==> src/rtl/chip8_xfer_engine.sv <==
`default_nettype none
// ============================================================================
// chip8_xfer_engine : Fx55 / Fx65 / Fx33 register<->memory transfer sequencer
// Revision 1.0
// ============================================================================
module chip8_xfer_engine #(
  parameter int ADDR_WIDTH     = 12,
  parameter int DATA_WIDTH     = 8,
  parameter int REG_ADDR_WIDTH = 4,
  parameter int MEM_LATENCY    = 1,
  parameter bit INC_I          = 1'b0
) (
  input  logic                      clk,
  input  logic                      rst,
  input  logic                      start_i,
  input  logic [1:0]                mode_i,
  input  logic [REG_ADDR_WIDTH-1:0] x_i,
  input  logic [ADDR_WIDTH-1:0]     i_in_i,
  output logic [REG_ADDR_WIDTH-1:0] reg_raddr_o,
  input  logic [DATA_WIDTH-1:0]     reg_q_i,
  output logic                      reg_we_o,
  output logic [REG_ADDR_WIDTH-1:0] reg_waddr_o,
  output logic [DATA_WIDTH-1:0]     reg_d_o,
  output logic [ADDR_WIDTH-1:0]     mem_raddr_o,
  input  logic [DATA_WIDTH-1:0]     mem_q_i,
  output logic                      mem_we_o,
  output logic [ADDR_WIDTH-1:0]     mem_waddr_o,
  output logic [DATA_WIDTH-1:0]     mem_d_o,
  output logic                      busy_o,
  output logic                      done_o,
  output logic                      i_we_o,
  output logic [ADDR_WIDTH-1:0]     i_out_o
);

  localparam int         CW           = REG_ADDR_WIDTH + 1;
  localparam logic [1:0] c_MODE_STORE = 2'b00;
  localparam logic [1:0] c_MODE_LOAD  = 2'b01;
  localparam logic [1:0] c_MODE_BCD   = 2'b10;
  localparam logic [1:0] c_MODE_ILL   = 2'b11;

  typedef enum logic [2:0] {
    S_IDLE     = 3'd0,
    S_RD_REG   = 3'd1,
    S_RD_MEM   = 3'd2,
    S_STREAM   = 3'd3,
    S_BCD_CONV = 3'd4,
    S_BCD_WR   = 3'd5,
    S_DONE     = 3'd6
  } state_t;

  state_t                    state_q, state_d;
  logic [1:0]                mode_q, mode_d;
  logic [ADDR_WIDTH-1:0]     base_q, base_d;
  logic [REG_ADDR_WIDTH-1:0] last_q, last_d;
  logic [REG_ADDR_WIDTH-1:0] rcnt_q, rcnt_d;
  logic [CW-1:0]             wcnt_q, wcnt_d;
  logic                      iss_q, iss_d;
  logic [MEM_LATENCY-1:0]    vpipe_q, vpipe_d;
  logic [DATA_WIDTH-1:0]     bin_q, bin_d;
  logic [11:0]               bcd_q, bcd_d;
  logic [2:0]                bcnt_q, bcnt_d;
  logic [REG_ADDR_WIDTH-1:0] reg_raddr_q, reg_raddr_d;
  logic                      reg_we_q, reg_we_d;
  logic [REG_ADDR_WIDTH-1:0] reg_waddr_q, reg_waddr_d;
  logic [DATA_WIDTH-1:0]     reg_d_q, reg_d_d;
  logic [ADDR_WIDTH-1:0]     mem_raddr_q, mem_raddr_d;
  logic                      mem_we_q, mem_we_d;
  logic [ADDR_WIDTH-1:0]     mem_waddr_q, mem_waddr_d;
  logic [DATA_WIDTH-1:0]     mem_d_q, mem_d_d;
  logic                      busy_q, busy_d;
  logic                      done_q, done_d;
  logic                      i_we_q, i_we_d;
  logic [ADDR_WIDTH-1:0]     i_out_q, i_out_d;

  logic                      w_dv;
  logic [CW-1:0]             w_total;
  logic [REG_ADDR_WIDTH-1:0] w_rnext;
  logic [11:0]               w_bcd_adj;
  logic [11:0]               w_bcd_n;
  logic [DATA_WIDTH-1:0]     w_bin_n;

  // Read data lands one cycle after a V-RAM address, MEM_LATENCY after a memory address
  assign w_dv    = (mode_q == c_MODE_STORE) ? vpipe_q[0] : vpipe_q[MEM_LATENCY-1];
  assign w_total = CW'(last_q) + CW'(1);
  assign w_rnext = rcnt_q + REG_ADDR_WIDTH'(1);

  always_comb begin
    w_bcd_adj = bcd_q;
    for (int d = 0; d < 3; d++) begin
      if (w_bcd_adj[4*d +: 4] >= 4'd5) begin
        w_bcd_adj[4*d +: 4] = w_bcd_adj[4*d +: 4] + 4'd3;
      end
    end
    {w_bcd_n, w_bin_n} = {w_bcd_adj, bin_q} << 1;
  end

  always_comb begin
    state_d     = state_q;
    mode_d      = mode_q;
    base_d      = base_q;
    last_d      = last_q;
    rcnt_d      = rcnt_q;
    wcnt_d      = wcnt_q;
    iss_d       = iss_q;
    bin_d       = bin_q;
    bcd_d       = bcd_q;
    bcnt_d      = bcnt_q;
    reg_raddr_d = reg_raddr_q;
    reg_we_d    = 1'b0;
    reg_waddr_d = reg_waddr_q;
    reg_d_d     = reg_d_q;
    mem_raddr_d = mem_raddr_q;
    mem_we_d    = 1'b0;
    mem_waddr_d = mem_waddr_q;
    mem_d_d     = mem_d_q;
    busy_d      = busy_q;
    done_d      = 1'b0;
    i_we_d      = 1'b0;
    i_out_d     = i_out_q;

    vpipe_d[0] = iss_q;
    for (int i = 1; i < MEM_LATENCY; i++) begin
      vpipe_d[i] = vpipe_q[i-1];
    end

    // Write side runs off the data-valid pipe so it can overlap the issue phase
    if (w_dv) begin
      wcnt_d = wcnt_q + CW'(1);
      if (mode_q == c_MODE_STORE) begin
        mem_we_d    = 1'b1;
        mem_waddr_d = base_q + ADDR_WIDTH'(wcnt_q);
        mem_d_d     = reg_q_i;
      end else begin
        reg_we_d    = 1'b1;
        reg_waddr_d = wcnt_q[REG_ADDR_WIDTH-1:0];
        reg_d_d     = mem_q_i;
      end
    end

    case (state_q)
      S_IDLE: begin
        if (start_i && (mode_i != c_MODE_ILL)) begin
          busy_d = 1'b1;
          mode_d = mode_i;
          base_d = i_in_i;
          last_d = x_i;
          rcnt_d = '0;
          wcnt_d = '0;
          iss_d  = (mode_i != c_MODE_BCD);
          if (mode_i == c_MODE_LOAD) begin
            mem_raddr_d = i_in_i;
            state_d     = S_RD_MEM;
          end else begin
            reg_raddr_d = (mode_i == c_MODE_BCD) ? x_i : '0;
            state_d     = S_RD_REG;
          end
        end
      end
      S_RD_REG, S_RD_MEM: begin
        if (mode_q == c_MODE_BCD || rcnt_q == last_q) begin
          iss_d   = 1'b0;
          state_d = S_STREAM;
        end else begin
          rcnt_d = w_rnext;
          if (state_q == S_RD_REG) begin
            reg_raddr_d = w_rnext;
          end else begin
            mem_raddr_d = base_q + ADDR_WIDTH'(w_rnext);
          end
        end
      end
      S_STREAM: begin
        if (mode_q == c_MODE_BCD) begin
          bin_d   = reg_q_i;
          bcd_d   = '0;
          bcnt_d  = '0;
          state_d = S_BCD_CONV;
        end else if (wcnt_q == w_total) begin
          done_d  = 1'b1;
          state_d = S_DONE;
          if (INC_I) begin
            i_we_d  = 1'b1;
            i_out_d = base_q + ADDR_WIDTH'(w_total);
          end
        end
      end
      S_BCD_CONV: begin
        bin_d  = w_bin_n;
        bcd_d  = w_bcd_n;
        bcnt_d = bcnt_q + 3'd1;
        // Last shift: the hundreds digit goes straight out so writes start next cycle
        if (bcnt_q == 3'd7) begin
          mem_we_d    = 1'b1;
          mem_waddr_d = base_q;
          mem_d_d     = DATA_WIDTH'(w_bcd_n[11:8]);
          bcnt_d      = '0;
          state_d     = S_BCD_WR;
        end
      end
      S_BCD_WR: begin
        bcnt_d = bcnt_q + 3'd1;
        case (bcnt_q)
          3'd0: begin
            mem_we_d    = 1'b1;
            mem_waddr_d = base_q + ADDR_WIDTH'(1);
            mem_d_d     = DATA_WIDTH'(bcd_q[7:4]);
          end
          3'd1: begin
            mem_we_d    = 1'b1;
            mem_waddr_d = base_q + ADDR_WIDTH'(2);
            mem_d_d     = DATA_WIDTH'(bcd_q[3:0]);
          end
          default: begin
            done_d  = 1'b1;
            state_d = S_DONE;
          end
        endcase
      end
      S_DONE: begin
        busy_d  = 1'b0;
        state_d = S_IDLE;
      end
      default: state_d = S_IDLE;
    endcase
  end

  always_ff @(posedge clk) begin
    if (rst) begin
      state_q     <= S_IDLE;
      mode_q      <= c_MODE_STORE;
      base_q      <= '0;
      last_q      <= '0;
      rcnt_q      <= '0;
      wcnt_q      <= '0;
      iss_q       <= 1'b0;
      vpipe_q     <= '0;
      bin_q       <= '0;
      bcd_q       <= '0;
      bcnt_q      <= '0;
      reg_raddr_q <= '0;
      reg_we_q    <= 1'b0;
      reg_waddr_q <= '0;
      reg_d_q     <= '0;
      mem_raddr_q <= '0;
      mem_we_q    <= 1'b0;
      mem_waddr_q <= '0;
      mem_d_q     <= '0;
      busy_q      <= 1'b0;
      done_q      <= 1'b0;
      i_we_q      <= 1'b0;
      i_out_q     <= '0;
    end else begin
      state_q     <= state_d;
      mode_q      <= mode_d;
      base_q      <= base_d;
      last_q      <= last_d;
      rcnt_q      <= rcnt_d;
      wcnt_q      <= wcnt_d;
      iss_q       <= iss_d;
      vpipe_q     <= vpipe_d;
      bin_q       <= bin_d;
      bcd_q       <= bcd_d;
      bcnt_q      <= bcnt_d;
      reg_raddr_q <= reg_raddr_d;
      reg_we_q    <= reg_we_d;
      reg_waddr_q <= reg_waddr_d;
      reg_d_q     <= reg_d_d;
      mem_raddr_q <= mem_raddr_d;
      mem_we_q    <= mem_we_d;
      mem_waddr_q <= mem_waddr_d;
      mem_d_q     <= mem_d_d;
      busy_q      <= busy_d;
      done_q      <= done_d;
      i_we_q      <= i_we_d;
      i_out_q     <= i_out_d;
    end
  end

  assign reg_raddr_o = reg_raddr_q;
  assign reg_we_o    = reg_we_q;
  assign reg_waddr_o = reg_waddr_q;
  assign reg_d_o     = reg_d_q;
  assign mem_raddr_o = mem_raddr_q;
  assign mem_we_o    = mem_we_q;
  assign mem_waddr_o = mem_waddr_q;
  assign mem_d_o     = mem_d_q;
  assign busy_o      = busy_q;
  assign done_o      = done_q;
  assign i_we_o      = i_we_q;
  assign i_out_o     = i_out_q;

endmodule
`default_nettype wire

==> config.mk <==
export PLATFORM = sky130hd
export DESIGN_NAME = chip8_xfer_engine
export DESIGN_NICKNAME = d
export VERILOG_FILES = /design/src/rtl/chip8_xfer_engine.sv
export SDC_FILE = /design/constraint.sdc
export NUM_CORES = 1
export LEC_CHECK = 0
export CORE_ASPECT_RATIO = 0.6
export CORE_MARGIN = 3
export CORE_UTILIZATION = 30
export DETAILED_ROUTE_END_ITERATION = 6
export GPL_TIMING_DRIVEN = 0
export PLACE_DENSITY = 0.55
export REMOVE_ABC_BUFFERS = 1
export SLEW_MARGIN = 10
export SYNTH_ARGS = -nofsm -noshare
export SYNTH_HDL_FRONTEND = slang
export SYNTH_SLANG_ARGS = --single-unit
==> constraint.sdc <==
create_clock -name clk -period 2.55 [get_ports clk]
set_clock_uncertainty 0.05 [all_clocks]
set_input_delay 0.51 -clock clk [delete_from_list [all_inputs] [get_ports clk]]
set_output_delay 0.51 -clock clk [all_outputs]
set_load 0.02 [all_outputs]
==> results.yml <==
sta:
  setup_viol: 0
  tightest_slew_ns: 0.876
  final_max_slew_viol_count: 0
  min_period_over_period_pct: 94.9
  fmax_mhz: 413
  finalHoldViolations: 0
  relSlewSlack_pct: 41.4
  finalWorstSetupSlack_ns: 0.129
  period_needed_ns: 2.42
  fin_hold_ws_ns: 0.402
  tns_ns: 0
  rsz0062_at_grt: "false"
synth:
  async_flop_share_pct: 0
  synth_area_mm2: 0.00628
  synth_area_leaders: "dfxtp_1 34%, nand2_1 6.3%, a21oi_1 5.3%, ha_1 4.8%, nor2_1 4.2%"
  seq_area_frac_synth_pct: 34.1
  synth_cell_types: 76
  synth.avg_cell_area_um2: 7.99
  syn_inst: 786
  ys_warn_count: 0
  synth_ff_type: "dfxtp_1"
  synth-seq-cells: 107
  yosysTopAreaCellShare_pct: 34.1
  synth_edf_count: 0
  yosys.area.top_type: "dfxtp_1"
routing:
  drt_iter0_markers: 541
  drt_wl_total_um: 19800
  dr.pass1.iters: 5
  via_count: 5959
  postRouteAntennaNets: 0
  wl_per_cell_um: 17.6
  drc: 0
  viasPerCell: 5.29
grt:
  overflow: 0
  grtUsageTotal_pct: 17.2
  grt_pass1_wl_um: 31100
  grt_max_degree: 68
  grt_pass1_vias: 5469
  antenna_found_initial: 0
setup_path:
  cp_cell_sequence: "nand3_1, xor2_1, inv_1, ha_4, and3_1, a221oi_4, buf_4, o21a_1, o311ai_1, o21ai_0"
  critPathBufInv: 2
  path_class: "register to register"
  worstSetupEndpointType: "register"
  critPathMaxStageDelay_ns: 0.39
  cpLargestDelayFamily: "compound AO/OA/AOI/OAI gates"
  cpMaxStageDelayCell: "dfxtp_4"
  cp.depth: 10
  worstPathArrival_ns: 2.60
  critPathRequiredTime_ns: 2.73
  path_max_fanout: 6
  cp-start-kind: "register"
  reg2reg_depth: 10
layout:
  layout_common_cells: "106 x nand2_1, 99 x dfxtp_1, 86 x clkdlybuf4s50_1, 67 x a21oi_1, 66 x nor2_1"
  syn2layout_area_growth_pct: 24.8
  diodes: 0
  layout-drive-gt1-share_pct: 8.56
  fin_cells: 1126
  fin_nets: 911
  multi_input_area_mm2: 0.00395
  final-seq-area_mm2: 0.00216
  final_core_util_pct: 38.7
  nFillCells: 2120
  final_common_cell: "nand2_1"
clock_tree:
  cts_made_buffers: 9
  path_clk_slew_ns: 0.07
  clk_latency_ns: 0.36
  clockBufferDepth: 2
  cts_tree: "done"
  h-tree-depth: 3
  cts_sinks: 107
  cts.root.buffer_cell: "clkbuf_16"
placed_design:
  pre_cts_ws_ns: -0.822
  dp.cells: 1103
  gp_congestion: 0.892
  post-dp-hpwl_um: 14100
  numPortBuffers: 88
run:
  maxCapViolCount: 0
power:
  ir_drop_v: 0.000515
  leakagePower_nw: 2.72
  power.density_mw_per_mm2: 739
floorplanning:
  io_pins: 102
  core_area_mm2: 0.0203
  dieArea_mm2: 0.0228
  initial_utilization_pct: 31.0
  chipHeight_um: 118
  die_x_um: 193
  row_count: 40
outcome:
  status: "finished clean"
min_path:
  hold_path.class: "register to register"
  min_path_cells: 2
## repair_timing
action,4_1_cts,5_1_grt
endpoints found under the setup margin,38,19
pin swaps,1,5
endpoints found under the hold margin,0,0
hold buffers,0,0
buffers inserted,1,6
gates resized for setup,19,25
## area by class of cell
class                      count  area share (%)
clock buffer                  13            3.32
sequential                   107            27.5
tap                          273            4.36
multi-input combinational    608            50.4
clock inverter                 3           0.287
inverter                      20           0.958
timing repair buffer         102            13.1
## worst reg2reg max path, cell delays in order, from the launching register on
cell and delay, ns:
dfxtp_4 0.39, nand3_1 0.10, xor2_1 0.20, inv_1 0.14
ha_4 0.32, and3_1 0.22, a221oi_4 0.12, buf_4 0.19
o21a_1 0.18, o311ai_1 0.28, o21ai_0 0.12
## synth_stat cells, drive strengths merged (3+ instances only)
cell / number
o32ai: 4
xor2: 14
a21oi: 69
inv: 20
nor2: 71
a21o: 7
nand2b: 19
o311ai: 3
a41oi: 3
nand4: 9
nor2b: 7
nor4: 4
a211oi: 13
o22ai: 5
ha: 24
mux2i: 22
buf: 29
o21bai: 3
a2111oi: 5
and3: 8
o21a: 7
o21ai: 28
nor3: 24
nand3: 23
xnor2: 15
a221oi: 3
clkbuf: 34
a211o: 3
nand2: 107
o31ai: 6
a22oi: 17
o211ai: 11
a311oi: 5
a31oi: 12
dfxtp: 107
and2: 4
## kinds of logic (layout without fill, tap and decap cells)
logic type	Yosys count	count (layout)	share of synthesized area, %
and+or+nand+nor	291	291	21.8
AOI/OAI and AO/OA	225	225	24.4
DFF	107	107	34.1
buffers and inverters	83	138	6.16
xor gates and xnor gates	29	29	4.16
adders and majority gates	26	26	5.42
muxes	24	24	3.87
other	1	13	0.0597
## metal layers
layer	up-vias	track usage, %	wire length (µm)
met3	17	4.85	1640
li1	2925	-	-
met4	0	3.23	170
met2	190	22.0	7350
met5	-	0	0
met1	2827	27.9	10700
## flip-flops by register name, indices dropped and copies added (netlist names), 5 cells and up
signal / count
mem_waddr_o: 12
reg_d_o: 8
bin_q: 8
wcnt_q: 5
base_q: 12
mem_raddr_o: 12
mem_d_o: 8
bcd_q: 12
## path summary, 6_finish.rpt
check	start	slack (ns)	to
worst max register to register	rcnt_q[2]$_SDFFE_PP0P_	0.13	mem_raddr_o[11]$_SDFFE_PP0P_
worst max-delay path	rcnt_q[2]$_SDFFE_PP0P_	0.13	mem_raddr_o[11]$_SDFFE_PP0P_
worst min-delay path	mem_raddr_o[7]$_SDFFE_PP0P_	0.40	mem_raddr_o[7]$_SDFFE_PP0P_
worst min register to register	mem_raddr_o[7]$_SDFFE_PP0P_	0.40	mem_raddr_o[7]$_SDFFE_PP0P_
## stage by stage
| stage | power, mW | area [µm²] |
|---|---|---|
| 6_report | 5.79 | 7840 |
| 2_1_floorplan | 3.47 | 6010 |
| 3_5_place_dp | 4.30 | 7340 |
| 4_1_cts | 5.71 | 7700 |
| 3_3_place_gp | 4.24 | 7240 |
| 5_1_grt | 6.14 | 7840 |
## where the power goes
part           internal (mW)  switching, mW
sequential              1.89          0.328
clock                  0.718          0.646
combinational          0.930           1.27
total                   3.54           2.25
(Power assumes the default switching activity.)
